**config.mk**
```make
export PLATFORM = sky130hd
export DESIGN_NAME = vga_rgb_fetch
export DESIGN_NICKNAME = d
export VERILOG_FILES = /design/src/rtl/vga_rgb_fetch.sv
export SDC_FILE = /design/constraint.sdc
export NUM_CORES = 1
export LEC_CHECK = 0
export CORE_MARGIN = 2
export CORE_UTILIZATION = 40
export CTS_BUF_LIST = sky130_fd_sc_hd__clkbuf_4 sky130_fd_sc_hd__clkbuf_8 sky130_fd_sc_hd__clkbuf_16
export CTS_CLUSTER_SIZE = 12
export DETAILED_ROUTE_END_ITERATION = 6
export PLACE_DENSITY = 0.56
export SYNTH_ARGS = -nofsm -noshare
export SYNTH_HDL_FRONTEND = slang
export SYNTH_SLANG_ARGS = --single-unit
```
**constraint.sdc**
```tcl
create_clock -name Clock_50 -period 4.8 [get_ports Clock_50]
set_input_delay 0.96 -clock Clock_50 [delete_from_list [all_inputs] [get_ports Clock_50]]
set_output_delay 0.96 -clock Clock_50 [all_outputs]
set_load 0.02 [all_outputs]
```
**src/rtl/vga_rgb_fetch.sv**
```systemverilog
// Display-side reader of the packed RGB frame in SRAM: 3 words -> 2 pixels -> pixel FIFO -> VGA colour registers.
// Optional feature: define VGA_FETCH_UFCNT_EN to add the saturating underflow_count output.
module vga_rgb_fetch #(
  parameter logic [17:0] RGB_BASE     = 18'd146944,
  parameter int          IMAGE_PIXELS = 76800,
  parameter int          FIFO_DEPTH   = 8
) (
  input  logic        Clock_50,
  input  logic        Resetn,
  input  logic        start,
  input  logic        pixel_req,
  input  logic [15:0] SRAM_read_data,
  output logic [17:0] SRAM_address,
  output logic        SRAM_we_n,
  output logic [9:0]  VGA_red,
  output logic [9:0]  VGA_green,
  output logic [9:0]  VGA_blue,
  output logic        busy,
  output logic        frame_done,
  output logic        underflow
`ifdef VGA_FETCH_UFCNT_EN
  ,
  output logic [15:0] underflow_count
`endif
);

  localparam int PW = $clog2(FIFO_DEPTH);
  localparam int CW = PW + 1;
  localparam int NW = $clog2(IMAGE_PIXELS + 1);
  localparam logic [17:0]   LAST_ADDR  = RGB_BASE + 18'(3 * IMAGE_PIXELS / 2 - 1);
  localparam logic [CW:0]   CREDIT_MAX = (CW + 1)'(FIFO_DEPTH - 2);
  localparam logic [NW-1:0] LAST_PIX   = NW'(IMAGE_PIXELS - 1);

  typedef enum logic [2:0] {
    S_FR_IDLE  = 3'd0,
    S_FR_CHECK = 3'd1,
    S_FR_W0    = 3'd2,
    S_FR_W1    = 3'd3,
    S_FR_W2    = 3'd4
  } fr_state_t;

  fr_state_t     state;
  logic [17:0]   next_word;
  logic [CW-1:0] pending;
  logic [CW-1:0] fifo_count;
  logic [PW-1:0] wr_ptr;
  logic [PW-1:0] rd_ptr;
  logic [23:0]   fifo_mem [FIFO_DEPTH];
  logic          v1;
  logic          v2;
  logic [1:0]    phase;
  logic [15:0]   hold;
  logic [NW-1:0] pushed;

  logic          issue;
  logic          data_valid;
  logic          push;
  logic          pop;
  logic          fifo_empty;
  logic [23:0]   push_pix;
  logic [23:0]   head;
  logic [CW:0]   credit_sum;
  logic          credit_ok;

  assign SRAM_we_n  = 1'b1;
  assign issue      = (state == S_FR_W0) || (state == S_FR_W1) || (state == S_FR_W2);
  assign data_valid = v2 && !start;
  assign push       = data_valid && (phase != 2'd0);
  assign fifo_empty = (fifo_count == '0);
  assign pop        = pixel_req && !start && !fifo_empty;
  assign push_pix   = (phase == 2'd1) ? {hold, SRAM_read_data[15:8]} : {hold[7:0], SRAM_read_data};
  assign head       = fifo_mem[rd_ptr];
  // pending counts pixels already requested but not yet pushed, so the credit covers in-flight reads
  assign credit_sum = {1'b0, fifo_count} + {1'b0, pending};
  assign credit_ok  = (credit_sum <= CREDIT_MAX);

  always_ff @(posedge Clock_50 or negedge Resetn) begin
    if (!Resetn) begin
      state        <= S_FR_IDLE;
      SRAM_address <= '0;
      next_word    <= '0;
      pending      <= '0;
    end else if (start) begin
      state        <= S_FR_CHECK;
      SRAM_address <= RGB_BASE;
      next_word    <= RGB_BASE;
      pending      <= '0;
    end else begin
      pending <= pending + ((state == S_FR_W0) ? CW'(2) : CW'(0)) - CW'(push);
      case (state)
        S_FR_IDLE: state <= S_FR_IDLE;
        S_FR_CHECK: begin
          if (credit_ok) begin
            state        <= S_FR_W0;
            SRAM_address <= next_word;
          end
        end
        S_FR_W0: begin
          SRAM_address <= SRAM_address + 18'd1;
          state        <= S_FR_W1;
        end
        S_FR_W1: begin
          SRAM_address <= SRAM_address + 18'd1;
          state        <= S_FR_W2;
        end
        S_FR_W2: begin
          next_word <= SRAM_address + 18'd1;
          state     <= (SRAM_address == LAST_ADDR) ? S_FR_IDLE : S_FR_CHECK;
        end
        default: state <= S_FR_IDLE;
      endcase
    end
  end

  // Read data arrives two cycles after its address; phase tracks which word of the triple it is
  always_ff @(posedge Clock_50 or negedge Resetn) begin
    if (!Resetn) begin
      v1         <= 1'b0;
      v2         <= 1'b0;
      phase      <= 2'd0;
      hold       <= '0;
      pushed     <= '0;
      busy       <= 1'b0;
      frame_done <= 1'b0;
    end else begin
      v1         <= issue && !start;
      v2         <= v1 && !start;
      frame_done <= 1'b0;
      if (start) begin
        phase  <= 2'd0;
        pushed <= '0;
        busy   <= 1'b1;
      end else begin
        if (data_valid) begin
          hold  <= SRAM_read_data;
          phase <= (phase == 2'd2) ? 2'd0 : phase + 2'd1;
        end
        if (push) begin
          pushed <= pushed + NW'(1);
          if (pushed == LAST_PIX) begin
            busy       <= 1'b0;
            frame_done <= 1'b1;
          end
        end
      end
    end
  end

  always_ff @(posedge Clock_50) begin
    if (push) fifo_mem[wr_ptr] <= push_pix;
  end

  always_ff @(posedge Clock_50 or negedge Resetn) begin
    if (!Resetn) begin
      wr_ptr     <= '0;
      rd_ptr     <= '0;
      fifo_count <= '0;
      VGA_red    <= '0;
      VGA_green  <= '0;
      VGA_blue   <= '0;
      underflow  <= 1'b0;
`ifdef VGA_FETCH_UFCNT_EN
      underflow_count <= '0;
`endif
    end else if (start) begin
      wr_ptr     <= '0;
      rd_ptr     <= '0;
      fifo_count <= '0;
      underflow  <= 1'b0;
`ifdef VGA_FETCH_UFCNT_EN
      underflow_count <= '0;
`endif
      if (pixel_req) begin
        VGA_red   <= '0;
        VGA_green <= '0;
        VGA_blue  <= '0;
      end
    end else begin
      if (push) wr_ptr <= wr_ptr + PW'(1);
      if (pop)  rd_ptr <= rd_ptr + PW'(1);
      fifo_count <= fifo_count + CW'(push) - CW'(pop);
      if (pixel_req) begin
        if (fifo_empty) begin
          VGA_red   <= '0;
          VGA_green <= '0;
          VGA_blue  <= '0;
          underflow <= 1'b1;
`ifdef VGA_FETCH_UFCNT_EN
          if (underflow_count != 16'hFFFF) underflow_count <= underflow_count + 16'd1;
`endif
        end else begin
          VGA_red   <= {head[23:16], 2'b00};
          VGA_green <= {head[15:8], 2'b00};
          VGA_blue  <= {head[7:0], 2'b00};
        end
      end
    end
  end

`ifndef SYNTHESIS
  always_ff @(posedge Clock_50) begin
    if (Resetn && push && !pop) assert (fifo_count != CW'(FIFO_DEPTH));
  end
`endif

endmodule

```
==> flow_metrics.py <==
metrics = {
    "worst_hold_path": {
        "hold_class": "register to register",
        "hold_start": "v1$_DFF_PN0_",
        "worstHoldPathCells": 1,
        "whs_endpoint": "v2$_DFF_PN0_",
    },
    "clock_network": {
        "post_cts.repair.setup_buffers": 0,
        "path_clk_slew_ns": 0.05,
        "clock-sinks": 309,
        "cts_tree": "done",
        "cts_root_buf": "clkbuf_16",
        "cts_resized": 0,
        "cts_max_level": 2,
        "numCtsBuffers": 35,
        "hold_buffers": 0,
        "clk_latency_ns": 0.52,
        "clockBufferDepth": 3,
    },
    "pwr": {
        "power.density_nw_per_um2": 477,
        "ir_worst_vdd_mv": 0.254,
        "power_uw": 7570,
        "leakage_uw": 0.00560,
    },
    "setup_path": {
        "start_kind": "register",
        "crit_path_top_delay_cell": "clkdlybuf4s50_1",
        "cp_num_buf_inv": 1,
        "crit_fanout": 11,
        "critPathTopFamily": "buffers and inverters",
        "cp-end-kind": "output pin",
        "crit_type": "register to output pin",
        "path_cells": "clkdlybuf4s50_1",
        "r2r_slack_ns": 2.18,
        "slowest_delay_ns": 0.68,
        "arrival_ns": 1.77,
        "required_ns": 3.84,
        "r2r-end": "fifo_mem[3][2]$_DFFE_PP_",
        "r2r-start": "phase[1]$_DFFE_PN0P_",
        "reg2reg_depth": 6,
    },
    "timing": {
        "setup_tns_ns": 0,
        "worst_hold_slack_ns": 0.475,
        "clock_skew_ns": 0.0260,
        "finalCriticalPeriod_ns": 2.73,
        "max-slew-margin-rel_pct": 32.5,
        "layout_setup_ws_ns": 2.07,
        "max_freq_mhz": 366,
        "rsz0062_at_grt": "no",
        "period_share_pct": 56.9,
        "setup_viol": 0,
        "tightest_slew_ns": 1.01,
        "slew_viol_final": 0,
        "hold_viol": 0,
    },
    "synthesis": {
        "synth-async-reset-ratio_pct": 37.9,
        "synth_top_flop_cell": "edfxtp_1",
        "synth_seq_cells": 309,
        "synth_area_leaders": "edfxtp_1 (42%), dfrtp_1 (22%), mux4_2 (8.0%), mux2_2 (3.4%), mux2i_1 (2.3%)",
        "synth_area_sq_um": 13600,
        "yosysWarnings": 0,
        "syn_inst": 911,
        "synth_edf_count": 192,
        "syn_avg_cell_area_sq_um": 14.9,
        "yosysSeqAreaShare_pct": 64.1,
        "yosys.area.top_type": "edfxtp_1",
        "ys_types": 77,
        "yosys.area.top_type_share_pct": 42.5,
    },
    "placed_design": {
        "pre_cts_ws_ns": 1.56,
        "hpwl_mm": 17.9,
        "gp_congestion": 0.745,
        "portBuffers": 64,
    },
    "global_routing": {
        "grt_pass1_wl_mm": 47.5,
        "antenna_found_initial": 0,
        "grt_max_degree": 61,
        "grt_pass1_vias": 8175,
        "track_usage_pct": 17.2,
        "overflow": 0,
    },
    "cells_and_area": {
        "seqCellArea_sq_um": 8700,
        "n_fill_cell": 2889,
        "fin_nets": 1020,
        "syn_to_final_growth_pct": 16.9,
        "layout_commonest_cell": "edfxtp_1",
        "antenna_cells": 0,
        "drive_gt1_share_pct": 20.4,
        "layout_common_cells": "edfxtp_1 (192), dfrtp_1 (115), clkdlybuf4s50_1 (62)",
        "multi_input_area_sq_um": 4460,
    },
    "floorplan": {
        "rows": 67,
        "core_area_sq_um": 33400,
        "io_pins": 72,
        "fp.dieH_microns": 188,
        "fp.dieW_microns": 188,
        "start_util_pct": 40.6,
        "die-area_sq_um": 35400,
    },
    "route": {
        "dr.pass1.iters": 5,
        "vias_per_cell": 5.40,
        "drt-initial-drc-count": 517,
        "via_count": 7856,
        "wl_per_cell_microns": 20.3,
        "ant_nets": 0,
        "drc": 0,
        "wl_mm": 29.5,
    },
    "run_status": {
        "status": "finished clean",
    },
    "run": {
        "maxCapViolCount": 0,
    },
}
-- cell usage after synthesis (4+ instances only) --
library cell / number
a211oi_1: 6
a21oi_1: 24
a2bb2oi_1: 4
a31oi_1: 8
a32o_1: 5
and3_1: 8
buf_1: 6
buf_2: 20
buf_4: 7
clkbuf_1: 21
dfrtp_1: 117
edfxtp_1: 192
ha_1: 16
inv_1: 48
mux2_2: 41
mux2i_1: 31
mux4_2: 48
nand2_1: 35
nand2b_1: 9
nand3_1: 23
nand4_1: 11
nor2_1: 43
nor2b_1: 7
nor3_1: 18
nor4_1: 10
o21ai_0: 15
o22ai_1: 26
o41ai_1: 4
or3_1: 6
xnor2_1: 13
xor2_1: 12
-- through the flow --
| step | cells | area, sq um | utilization (%) |
|---|---|---|---|
| finish | 1455 | 15900 | 47.4 |
| global route | 1455 | 15900 | 47.4 |
| CTS | 1455 | 15900 | 47.4 |
| detailed placement | 1392 | 14700 | 44.0 |
| global placement | 1392 | 14700 | 44.0 |
| floorplan | 916 | 13600 | - |
-- cell families (layout without fill, tap and decap cells) --
logic type / after synthesis / in the layout / share of synthesized area [%]
buf+inv: 106 / 197 / 3.48
flops: 309 / 309 / 64.1
simple gates: 203 / 203 / 8.56
compound gates: 127 / 127 / 6.67
other cells: 2 / 7 / 0.0553
mux: 120 / 120 / 13.7
fa+ha+maj: 19 / 19 / 1.92
xor+xnor: 25 / 25 / 1.61
-- worst max-delay path by stage --
stage,slack (ns),depth (start not counted),end,startpoint
floorplan,0.64,3,fifo_mem[0][0]$_DFFE_PP_,start
global placement,1.60,11,fifo_count[2]$_DFF_PN0_,start
detailed placement,1.56,11,fifo_count[2]$_DFF_PN0_,start
CTS,2.05,1,SRAM_address[6],SRAM_address[6]$_DFFE_PN0P_
global route,1.87,6,fifo_mem[3][2]$_DFFE_PP_,phase[1]$_DFFE_PN0P_
finish,2.07,1,SRAM_address[6],SRAM_address[6]$_DFFE_PN0P_
-- power by group --
part	internal [uW]	switching, uW	leakage (uW)
clock network	1630	1020	0.000586
registers	3110	265	0.00325
logic	751	790	0.00176
-- sequential cells by signal (all words and copies together) (netlist names), 2 cells and up --
name          count
SRAM_address     18
VGA_red           8
pushed           17
wr_ptr            3
VGA_blue          8
rd_ptr            3
pending           4
hold             16
fifo_mem        192
state             3
phase             2
VGA_green         8
fifo_count        4
next_word        18
-- area by class of cell --
type | count | area share (%)
flip-flops and latches | 309 | 54.8
multi-input cells | 501 | 28.1
clock buffers | 53 | 6.64
repair buffers | 85 | 5.06
well taps | 448 | 3.53
inverters | 49 | 1.16
clock inverters | 10 | 0.694
-- per-layer routing --
layer  global-route usage (%)  vias to the layer above  share of wire, %
li1                         -                     3631                 -
met1                     24.8                     4022                47
met2                     27.7                      164                47
met3                     2.57                       39               4.2
met4                     4.18                        0               1.5
met5                        0                        -                 0
No activity file was read; power rests on OpenSTA's default activity.
